[config.mk]
export PLATFORM = sky130hd
export DESIGN_NAME = cpu_bank_writer_flat
export DESIGN_NICKNAME = d
export VERILOG_FILES = /design/src/rtl/cpu_bank_writer_pkg.sv /design/src/rtl/cpu_bank_writer_if.sv /design/src/rtl/cpu_bank_writer_bus_conflict_and.sv /design/src/rtl/cpu_bank_writer.sv /design/src/flat_wrapper.sv
export SDC_FILE = /design/constraint.sdc
export NUM_CORES = 1
export LEC_CHECK = 0
export CAP_MARGIN = 20
export CELL_PAD_IN_SITES_DETAIL_PLACEMENT = 0
export CELL_PAD_IN_SITES_GLOBAL_PLACEMENT = 1
export CORE_MARGIN = 4
export CORE_UTILIZATION = 17
export DETAILED_ROUTE_END_ITERATION = 10
export PLACE_DENSITY = 0.81
export SYNTH_ARGS = -nofsm -noshare
export SYNTH_HDL_FRONTEND = slang
export SYNTH_SLANG_ARGS = --single-unit
[constraint.sdc]
create_clock -name m2 -period 1.1 [get_ports m2]
set_clock_uncertainty 0.15 [all_clocks]
set_input_delay 0.22 -clock m2 [delete_from_list [all_inputs] [get_ports m2]]
set_output_delay 0.22 -clock m2 [all_outputs]
set_load 0.03 [all_outputs]
[src/rtl/cpu_bank_writer_pkg.sv]
// Shared mapper definitions: CPU bus decode constants, bank register type and
// per-mapper default register decode for discrete-logic latch mappers.
package mapper_pkg;

  localparam int unsigned CPU_ADDR_BITS = 15;
  localparam int unsigned DATA_BITS     = 8;
  localparam logic [15:0] ROM_BASE      = 16'h8000;
  localparam logic [15:0] ROM_LAST      = 16'hFFFF;

  typedef logic [DATA_BITS-1:0]     bank_t;
  typedef logic [CPU_ADDR_BITS-1:0] cpu_addr_t;

  typedef enum logic [7:0] {
    MAPPER_CNROM        = 8'd3,
    MAPPER_COLOR_DREAMS = 8'd11,
    MAPPER_BNROM        = 8'd34,
    MAPPER_GXROM        = 8'd66,
    MAPPER_IREM_TAM_S1  = 8'd97
  } mapper_e;

  // Most latch mappers respond anywhere in $8000-$FFFF; TAM-S1 only decodes $8000-$BFFF.
  function automatic cpu_addr_t default_addr_mask(input mapper_e m);
    cpu_addr_t mask;
    mask = '0;
    if (m == MAPPER_IREM_TAM_S1) mask = 15'h4000;
    return mask;
  endfunction

  function automatic cpu_addr_t default_addr_match(input mapper_e m);
    cpu_addr_t match;
    match = '0;
    if (m == MAPPER_IREM_TAM_S1) match = 15'h0000;
    return match;
  endfunction

endpackage

[src/rtl/cpu_bank_writer_if.sv]
// CPU-side bus and bank-register outputs of the write-capture stage.
interface cpu_bank_writer_if #(
  parameter int unsigned PRG_BITS = 2,
  parameter int unsigned CHR_BITS = 4
);
  import mapper_pkg::*;

  logic                romsel;
  logic                cpu_rw_in;
  cpu_addr_t           cpu_addr_in;
  bank_t               cpu_data_in;
  bank_t               flash_data_in;
  bank_t               bank;
  logic [PRG_BITS-1:0] prg_bank;
  logic [CHR_BITS-1:0] chr_bank;
  logic                bank_wr;
  logic                write_dropped;

  modport master (
    output romsel, cpu_rw_in, cpu_addr_in, cpu_data_in, flash_data_in,
    input  bank, prg_bank, chr_bank, bank_wr, write_dropped
  );

  modport slave (
    input  romsel, cpu_rw_in, cpu_addr_in, cpu_data_in, flash_data_in,
    output bank, prg_bank, chr_bank, bank_wr, write_dropped
  );
endinterface

[src/rtl/cpu_bank_writer_bus_conflict_and.sv]
// Value actually seen by the latch: with bus conflicts the open-drain-like
// fight between CPU and flash resolves to the AND of both drivers.
module bus_conflict_and
  import mapper_pkg::*;
#(
  parameter bit ENABLE = 1'b1
) (
  input  bank_t i_cpu_data,
  input  bank_t i_flash_data,
  output bank_t o_value
);

  always_comb begin
    o_value = i_cpu_data;
    if (ENABLE) o_value = i_cpu_data & i_flash_data;
  end

endmodule

[src/rtl/cpu_bank_writer.sv]
// Captures 6502 writes into ROM space on the falling edge of M2 and holds the
// bank register, with optional bus-conflict and RMW double-write suppression.
module cpu_bank_writer
  import mapper_pkg::*;
#(
  parameter cpu_addr_t   ADDR_MASK     = '0,
  parameter cpu_addr_t   ADDR_MATCH    = '0,
  parameter bit          BUS_CONFLICT  = 1'b1,
  parameter bit          IGNORE_CONSEC = 1'b1,
  parameter int unsigned PRG_BITS      = 2,
  parameter int unsigned CHR_BITS      = 4
) (
  input logic                m2,
  input logic                rst_n,
  cpu_bank_writer_if.slave   bus
);

  logic  w_rom_wr;
  logic  w_hit;
  logic  w_consec;
  bank_t w_value;

  bank_t r_bank;
  logic  r_bank_wr;
  logic  r_write_dropped;
  logic  r_prev_rom_wr;

  bus_conflict_and #(
    .ENABLE (BUS_CONFLICT)
  ) u_value (
    .i_cpu_data   (bus.cpu_data_in),
    .i_flash_data (bus.flash_data_in),
    .o_value      (w_value)
  );

  always_comb begin
    w_rom_wr = ~bus.romsel & ~bus.cpu_rw_in;
    w_hit    = w_rom_wr && ((bus.cpu_addr_in & ADDR_MASK) == ADDR_MATCH);
    w_consec = IGNORE_CONSEC && r_prev_rom_wr;
  end

  // prev_rom_wr follows every ROM write, decoded or not, so an RMW's
  // second write is dropped even when the first one missed the decode.
  always_ff @(negedge m2 or negedge rst_n) begin
    if (!rst_n) begin
      r_bank          <= '0;
      r_bank_wr       <= 1'b0;
      r_write_dropped <= 1'b0;
      r_prev_rom_wr   <= 1'b0;
    end else begin
      r_prev_rom_wr   <= w_rom_wr;
      r_bank_wr       <= 1'b0;
      r_write_dropped <= 1'b0;
      if (w_hit) begin
        if (w_consec) begin
          r_write_dropped <= 1'b1;
        end else begin
          r_bank    <= w_value;
          r_bank_wr <= 1'b1;
        end
      end
    end
  end

  assign bus.bank          = r_bank;
  assign bus.prg_bank      = r_bank[PRG_BITS-1:0];
  assign bus.chr_bank      = r_bank[7:8-CHR_BITS];
  assign bus.bank_wr       = r_bank_wr;
  assign bus.write_dropped = r_write_dropped;

endmodule

[src/flat_wrapper.sv]
// flat-port wrapper written by rule: the top's interface ports become plain ports
module cpu_bank_writer_flat import mapper_pkg::*;
#(
  parameter cpu_addr_t   ADDR_MASK     = '0,
  parameter cpu_addr_t   ADDR_MATCH    = '0,
  parameter bit          BUS_CONFLICT  = 1'b1,
  parameter bit          IGNORE_CONSEC = 1'b1,
  parameter int unsigned PRG_BITS      = 2,
  parameter int unsigned CHR_BITS      = 4
)
  (m2, rst_n, bus_romsel, bus_cpu_rw_in, bus_cpu_addr_in, bus_cpu_data_in, bus_flash_data_in, bus_bank, bus_prg_bank, bus_chr_bank, bus_bank_wr, bus_write_dropped);
  cpu_bank_writer_if #(.PRG_BITS(PRG_BITS), .CHR_BITS(CHR_BITS)) bus_i ();
  input logic m2;
  input logic rst_n;
  input wire logic [$bits(bus_i.romsel)-1:0] bus_romsel;
  input wire logic [$bits(bus_i.cpu_rw_in)-1:0] bus_cpu_rw_in;
  input wire logic [$bits(bus_i.cpu_addr_in)-1:0] bus_cpu_addr_in;
  input wire logic [$bits(bus_i.cpu_data_in)-1:0] bus_cpu_data_in;
  input wire logic [$bits(bus_i.flash_data_in)-1:0] bus_flash_data_in;
  output wire logic [$bits(bus_i.bank)-1:0] bus_bank;
  output wire logic [$bits(bus_i.prg_bank)-1:0] bus_prg_bank;
  output wire logic [$bits(bus_i.chr_bank)-1:0] bus_chr_bank;
  output wire logic [$bits(bus_i.bank_wr)-1:0] bus_bank_wr;
  output wire logic [$bits(bus_i.write_dropped)-1:0] bus_write_dropped;
  assign bus_i.romsel = bus_romsel;
  assign bus_i.cpu_rw_in = bus_cpu_rw_in;
  assign bus_i.cpu_addr_in = bus_cpu_addr_in;
  assign bus_i.cpu_data_in = bus_cpu_data_in;
  assign bus_i.flash_data_in = bus_flash_data_in;
  assign bus_bank = bus_i.bank;
  assign bus_prg_bank = bus_i.prg_bank;
  assign bus_chr_bank = bus_i.chr_bank;
  assign bus_bank_wr = bus_i.bank_wr;
  assign bus_write_dropped = bus_i.write_dropped;
  cpu_bank_writer #(.ADDR_MASK(ADDR_MASK), .ADDR_MATCH(ADDR_MATCH), .BUS_CONFLICT(BUS_CONFLICT), .IGNORE_CONSEC(IGNORE_CONSEC), .PRG_BITS(PRG_BITS), .CHR_BITS(CHR_BITS)) u_core (.m2(m2), .rst_n(rst_n), .bus(bus_i));
endmodule
### Word-level counts from Yosys, hierarchy flattened

Cells that the tools add are included.

* bits in registers: 11
* bits in latches: 0
* memory bits (writable): 0
* ROM bits: 0
* input bits: 35
* output and inout bits: 16
* memories kept: 0

* add/sub/neg operators: 0
* multipliers: 0
* divide/modulo/power cells: 0
* magnitude comparators: 0
* equality and inequality tests: 0
* shift operators: 0
* muxes and demuxes: 4
* bitwise logic cells: 5
* reductions and logical operators: 1

Operators with widths (number)
* 8-bit bitwise AND: 1
* 1-bit two-way mux: 4
* 1-bit NOT: 3
* 2-bit AND reduction: 1
* 1-bit bitwise AND: 1

### Depth between registers and ports, before layout

* word-level depth: 3
* gate-level depth with buffers: 4
* gate-level depth less buffers: 2

### Cells and area by module

Synthesis repeated with hierarchy kept, for this count alone.

* cell total of the unflattened synthesis: 36
* area total of the unflattened synthesis: 486.7 µm²

By module, submodules not included
* cpu_bank_writer: times used 1, cells an instance 28, area each 436.7 µm²
* bus_conflict_and: times used 1, cells an instance 8, area each 50.0 µm²

==> results.sh <==
export IMPL_netlist_area_sq_um=514
export IMPL_critPathSlowestCell="dfrtn_1"
export IMPL_hp_class="reg2reg"
export IMPL_switchingPower_uw=457
export IMPL_antenna_found_initial=0
export IMPL_finalNetCount=133
export IMPL_place_area_sq_um=877
export IMPL_cts_htree_levels=1
export IMPL_ctsLongestPathBuffers=2
export IMPL_power_density_nw_per_um2=1180
export IMPL_grt_use_total=0.0891
export IMPL_worstSetupStartpointType="flip-flop"
export IMPL_rows=19
export IMPL_drive_gt1_frac=0.546
export IMPL_violations="negative setup slack"
export IMPL_clock_sinks=11
export IMPL_cts_made_buffers=3
export IMPL_coreArea_sq_um=2830
export IMPL_syn_nets=84
export IMPL_postRouteAntennaNets=0
export IMPL_hold_viol=0
export IMPL_grt_ovfl_total=0
export IMPL_grt_max_degree=7
export IMPL_cp_arrival_ns=1.46
export IMPL_synth_seq_cells=11
export IMPL_path_class="reg2out"
export IMPL_tritoncts="yes"
export IMPL_p_clk_frac=0.210
export IMPL_io_pins=51
export IMPL_pre_cts_ws_ns=-0.977
export IMPL_cpPeakStageDelay_ns=0.45
export IMPL_vias=552
export IMPL_die_w_microns=63
export IMPL_final_common_cell="buf_6"
export IMPL_power_mw=1.34
export IMPL_pwr_share_comb=0.424
export IMPL_vias_per_cell=4.31
export IMPL_status="finished with violations"
export IMPL_slew_viol_final=0
export IMPL_postSynthCellCount=49
export IMPL_setup_violations=27
export IMPL_die_h_microns=63
export IMPL_grt_pass1_vias=605
export IMPL_root_buffer="clkbuf_4"
export IMPL_routed_wl_microns=1720
export IMPL_swShare=0.340
export IMPL_drt_initial_drc_count=6
export IMPL_crit_family="flip-flops"
export IMPL_relSlewSlack=0.856
export IMPL_synth_cell_type_count=11
export IMPL_p_seq_frac=0.367
export IMPL_dieArea_sq_um=3970
export IMPL_finish_utilization=0.403
export IMPL_drc=0
export IMPL_syn_area_per_cell_sq_um=10.5
export IMPL_path_cells="buf_4"
export IMPL_initial_core_util=0.182
export IMPL_layout_common_cells="buf_6 (19), buf_4 (14), dfrtn_1 (11)"
export IMPL_ys_seq_area_frac=0.535
export IMPL_io_buffers=35
export IMPL_final_fill_count=287
export IMPL_clk_latency_ns=0.27
export IMPL_drv_cap=0
export IMPL_worst_slack_ns=-0.730
export IMPL_fin_cells=128
export IMPL_worst_pin_slew_ns=0.215
export IMPL_critical_path_buf_inv_count=1
export IMPL_p_int_uw=887
export IMPL_wl_per_cell_microns=13.4
export IMPL_rsz0062_at_grt="true"
export IMPL_dp_cells=117
export IMPL_antennaDiodeCount=0
export IMPL_synth_yosys_warnings=0
export IMPL_clk_pin_slew_worst_paths_ns=0.05
export IMPL_grt_pass1_wl_microns=2680
export IMPL_irDropWorstVdd_mv=0.343
export IMPL_required_ns=0.73
export IMPL_p_leak_nw=0.535
export IMPL_final_cell_area_sq_um=1140
export IMPL_routabilityCongestion=0.698
export IMPL_hpwl_microns=1240
export IMPL_drt_pass1_iterations=2
export IMPL_path_max_fanout=3
export IMPL_cp_end_kind="output port"
export IMPL_areaGrowthSynthToFinish_pct=122
[sequential cells by signal, summed over array words and instances, names as in the netlist]
signal / count
u_core.r_prev_rom_wr: 1
u_core.bus.bank: 8
u_core.bus.bank_wr: 1
u_core.bus.write_dropped: 1
[power by group through the flow]
| stage | logic (mW) | clock network [mW] | registers [mW] |
|---|---|---|---|
| after floorplan | 0.190 | 0 | 0.565 |
| after global placement | 0.430 | 0 | 0.484 |
| after detailed placement | 0.435 | 0 | 0.487 |
| after CTS | 0.514 | 0.286 | 0.482 |
| after global routing | 0.604 | 0.320 | 0.502 |
| final | 0.569 | 0.282 | 0.492 |
[final timing paths]
check,depth (start not counted),endpoint,startpoint,slack (ns)
min in group asynchronous,2,u_core.bus.bank[7]$_DFFE_NN0P_,rst_n,0.53
min,2,u_core.bus.bank[0]$_DFFE_NN0P_,u_core.bus.bank[0]$_DFFE_NN0P_,0.38
max in group asynchronous,2,u_core.bus.bank_wr$_DFF_NN0_,rst_n,0.11
min reg2reg,2,u_core.bus.bank[0]$_DFFE_NN0P_,u_core.bus.bank[0]$_DFFE_NN0P_,0.38
max,1,bus_prg_bank[0],u_core.bus.bank[0]$_DFFE_NN0P_,-0.73
max reg2reg,3,u_core.bus.bank[1]$_DFFE_NN0P_,u_core.r_prev_rom_wr$_DFF_NN0_,-0.10
[cell type report]
cell class	instances	area, sq um	area share
Sequential cell	11	275	0.241
Inverter	1	3.75	0.00329
Tap cell	31	38.8	0.0340
Multi-Input combinational cell	28	260	0.228
Timing Repair Buffer	53	537	0.470
Clock buffer	4	26.3	0.0230
[cell families after synthesis]
family,synth area share
AO/OA/AOI/OAI,0.195
buffers and inverters,0.170
flip-flops,0.535
AND/OR/NAND/NOR,0.0998
[metrics by stage]
step / hold WS, ns / setup TNS (ns)
finish: 0.380 / -13.30
global route: 0.424 / -14.28
CTS: 0.344 / -13.12
detailed placement: 0.314 / -18.35
global placement: 0.298 / -17.77
floorplan: 0.216 / -12.32
[synthesized netlist by cell type]
| cell type | number | share of area |
|---|---|---|
| and2_1 | 1 | 0.012 |
| buf_2 | 1 | 0.0097 |
| buf_4 | 6 | 0.088 |
| buf_6 | 3 | 0.066 |
| dfrtn_1 | 11 | 0.54 |
| inv_1 | 1 | 0.0073 |
| nand2_1 | 8 | 0.058 |
| nor2_1 | 1 | 0.0073 |
| o21ai_1 | 8 | 0.078 |
| o31ai_1 | 8 | 0.12 |
| or3_4 | 1 | 0.022 |
[metal layers]
metal | wire length (microns) | vias up | GRT usage | share of wire
met5 | 0 | - | 0 | 0
met1 | 618 | 266 | 0.0979 | 0.36
met4 | 28 | 0 | 0.0413 | 0.016
met2 | 947 | 23 | 0.148 | 0.55
met3 | 121 | 3 | 0.0378 | 0.071
li1 | - | 260 | - | -
[timing repair]
action,in CTS,in global routing
gates cloned,1,0
hold buffers,0,0
buffers inserted,5,1
endpoints found under the setup margin,27,27
pin swaps,13,9
resized for setup,38,20
(Power assumes the default switching activity.)
==> RTL edit: new RTL, same flow settings <==
`CHR_BITS` is set to 4 in 3 places; all go to 5.
--- a/src/rtl/cpu_bank_writer_if.sv
+++ b/src/rtl/cpu_bank_writer_if.sv
@@ -1,7 +1,7 @@
 // CPU-side bus and bank-register outputs of the write-capture stage.
 interface cpu_bank_writer_if #(
   parameter int unsigned PRG_BITS = 2,
-  parameter int unsigned CHR_BITS = 4
+  parameter int unsigned CHR_BITS = 5
 );
   import mapper_pkg::*;
 
--- a/src/rtl/cpu_bank_writer.sv
+++ b/src/rtl/cpu_bank_writer.sv
@@ -8,7 +8,7 @@
   parameter bit          BUS_CONFLICT  = 1'b1,
   parameter bit          IGNORE_CONSEC = 1'b1,
   parameter int unsigned PRG_BITS      = 2,
-  parameter int unsigned CHR_BITS      = 4
+  parameter int unsigned CHR_BITS      = 5
 ) (
   input logic                m2,
   input logic                rst_n,
--- a/src/flat_wrapper.sv
+++ b/src/flat_wrapper.sv
@@ -6,7 +6,7 @@
   parameter bit          BUS_CONFLICT  = 1'b1,
   parameter bit          IGNORE_CONSEC = 1'b1,
   parameter int unsigned PRG_BITS      = 2,
-  parameter int unsigned CHR_BITS      = 4
+  parameter int unsigned CHR_BITS      = 5
 )
   (m2, rst_n, bus_romsel, bus_cpu_rw_in, bus_cpu_addr_in, bus_cpu_data_in, bus_flash_data_in, bus_bank, bus_prg_bank, bus_chr_bank, bus_bank_wr, bus_write_dropped);
   cpu_bank_writer_if #(.PRG_BITS(PRG_BITS), .CHR_BITS(CHR_BITS)) bus_i ();
Ports: changed (resized bus_chr_bank); port bits go from 51 to 52. No check against the original RTL was run, so the function may have changed too.
==> RTL edit against the unedited design <==
  * The run still ends with negative setup slack left
  * Global-route usage is 0.32 points higher
  * Largest power group unchanged
  * Design area is 2.9% higher
  * Synthesized area is 1.5% higher
  * Register-to-register slack worse by 0.03 ns
  * Non-clock buffer count is 2 higher
  * Final cell count is 1.6% higher
  * First-iteration DRC count is 50% lower
  * Synthesized cell count is 2.0% higher
  * Worst setup slack better by 0.0043 ns
  * Power is 1.9% higher
  * Routed wire length is 0.64% higher
  * Highest routed layer is now met3
  * Sequential cell count stayed put
==> RTL edit: results (changes against the unedited design) <==
[timing] Setup-failing EPs final 28 [+3.7%]
[power] portion of total power attributed to the clock network 19.8% [-1.2 points]
[global_route] total global-route track usage 9.23% [+0.32 points]
[min_path] end of the worst hold path u_core.bus.bank[4]
[synth] Mapped Nets 85 [+1.2%]
[layout] count of nets after finishing 135 [+1.5%]
[placed_design] global placer's final weighted congestion 0.657 [-5.8%]
[timing] transition time at the pin with the least slew margin 0.182 ns [-0.0325 ns]
[timing] worst-case hold slack 0.408 ns [+0.0287 ns]
[power] Max VDD drop 0.368 mV [+7.2%]
[synth] sequential share of the synthesized area 52.8% [-0.77 points]
[placed_design] Buffers on Ports 36 [+2.9%]
[critical_path] end of the worst register-to-register path u_core.bus.bank[3]
[layout] share of final-layout standard cells stronger than drive strength 1 53.5% [-1.1 points]
[synth] top cell types by occurrence after synthesis 11 x dfrtn_1, 8 x nand2_1, 8 x o21ai_1, 8 x o31ai_1, 7 x buf_4
[synth] Synthesis Warnings 0 [unchanged]
[timing] Final Worst Setup Slack -0.726 ns [+0.00435 ns]
[power] proportion of total power due to net switching 34.2% [+0.20 points]
[synth] leading cell types by total area after synthesis dfrtn_1 53%, o31ai_1 12%, buf_4 10%
[status] outcome finished, violations left
[global_route] global-route wire length before repair 2890 um [+7.7%]
[routing] DRT Wirelength 1730 um [+0.64%]
[routing] number of design-rule violations left by the first detailed-router iteration 3 [-3]
[global_route] number of global-route vias before repair 623 [+3.0%]
[routing] Initial DRT Pass Iterations 4 [+2]
[layout] fillcell total 289 [+0.70%]
[power] static leakage 0.549 nW [+2.7%]
[min_path] worst hold start u_core.bus.bank[4]
[status] violations in the final reports negative setup slack
[placed_design] placed insts 118 [+0.85%]
[synth] gate count of the mapped netlist 50 [+2.0%]
[timing] total negative slack for setup checks -14.09 ns [-0.781 ns]
[critical_path] worst setup path endpoint bus_bank[3]
## RTL edit: cell count changes in the layout (fill, tap and decap cells not counted), moves of 2 or more
cell	delta
clkdlybuf4s50_1	-5
dlygate4sd2_1	+6
o31ai_2	-2
o31ai_4	+2
## RTL edit: cell families after synthesis
group / Yosys count / share of synthesized area (%)
buffers and inverters: 12 / 18.2
and+or+nand+nor: 11 / 9.83
AOI/OAI and AO/OA: 16 / 19.2
DFF: 11 / 52.8
## RTL edit: layout make-up
| type | instances | area share [%] |
|---|---|---|
| clock buffer | 4 | 2.24 |
| inverter | 1 | 0.320 |
| multi-input combinational | 28 | 23.1 |
| sequential | 11 | 23.5 |
| tap | 31 | 3.30 |
| timing repair buffer | 55 | 47.5 |
## RTL edit: per-layer routing
| metal | part of all wire (%) | wire length [um] | track usage [%] |
|---|---|---|---|
| met3 | 8.3 | 143 | 3.73 |
| met2 | 55 | 953 | 16.6 |
| met5 | 0 | 0 | 0 |
| met1 | 36 | 628 | 9.62 |
| met4 | 0 | 0 | 3.23 |
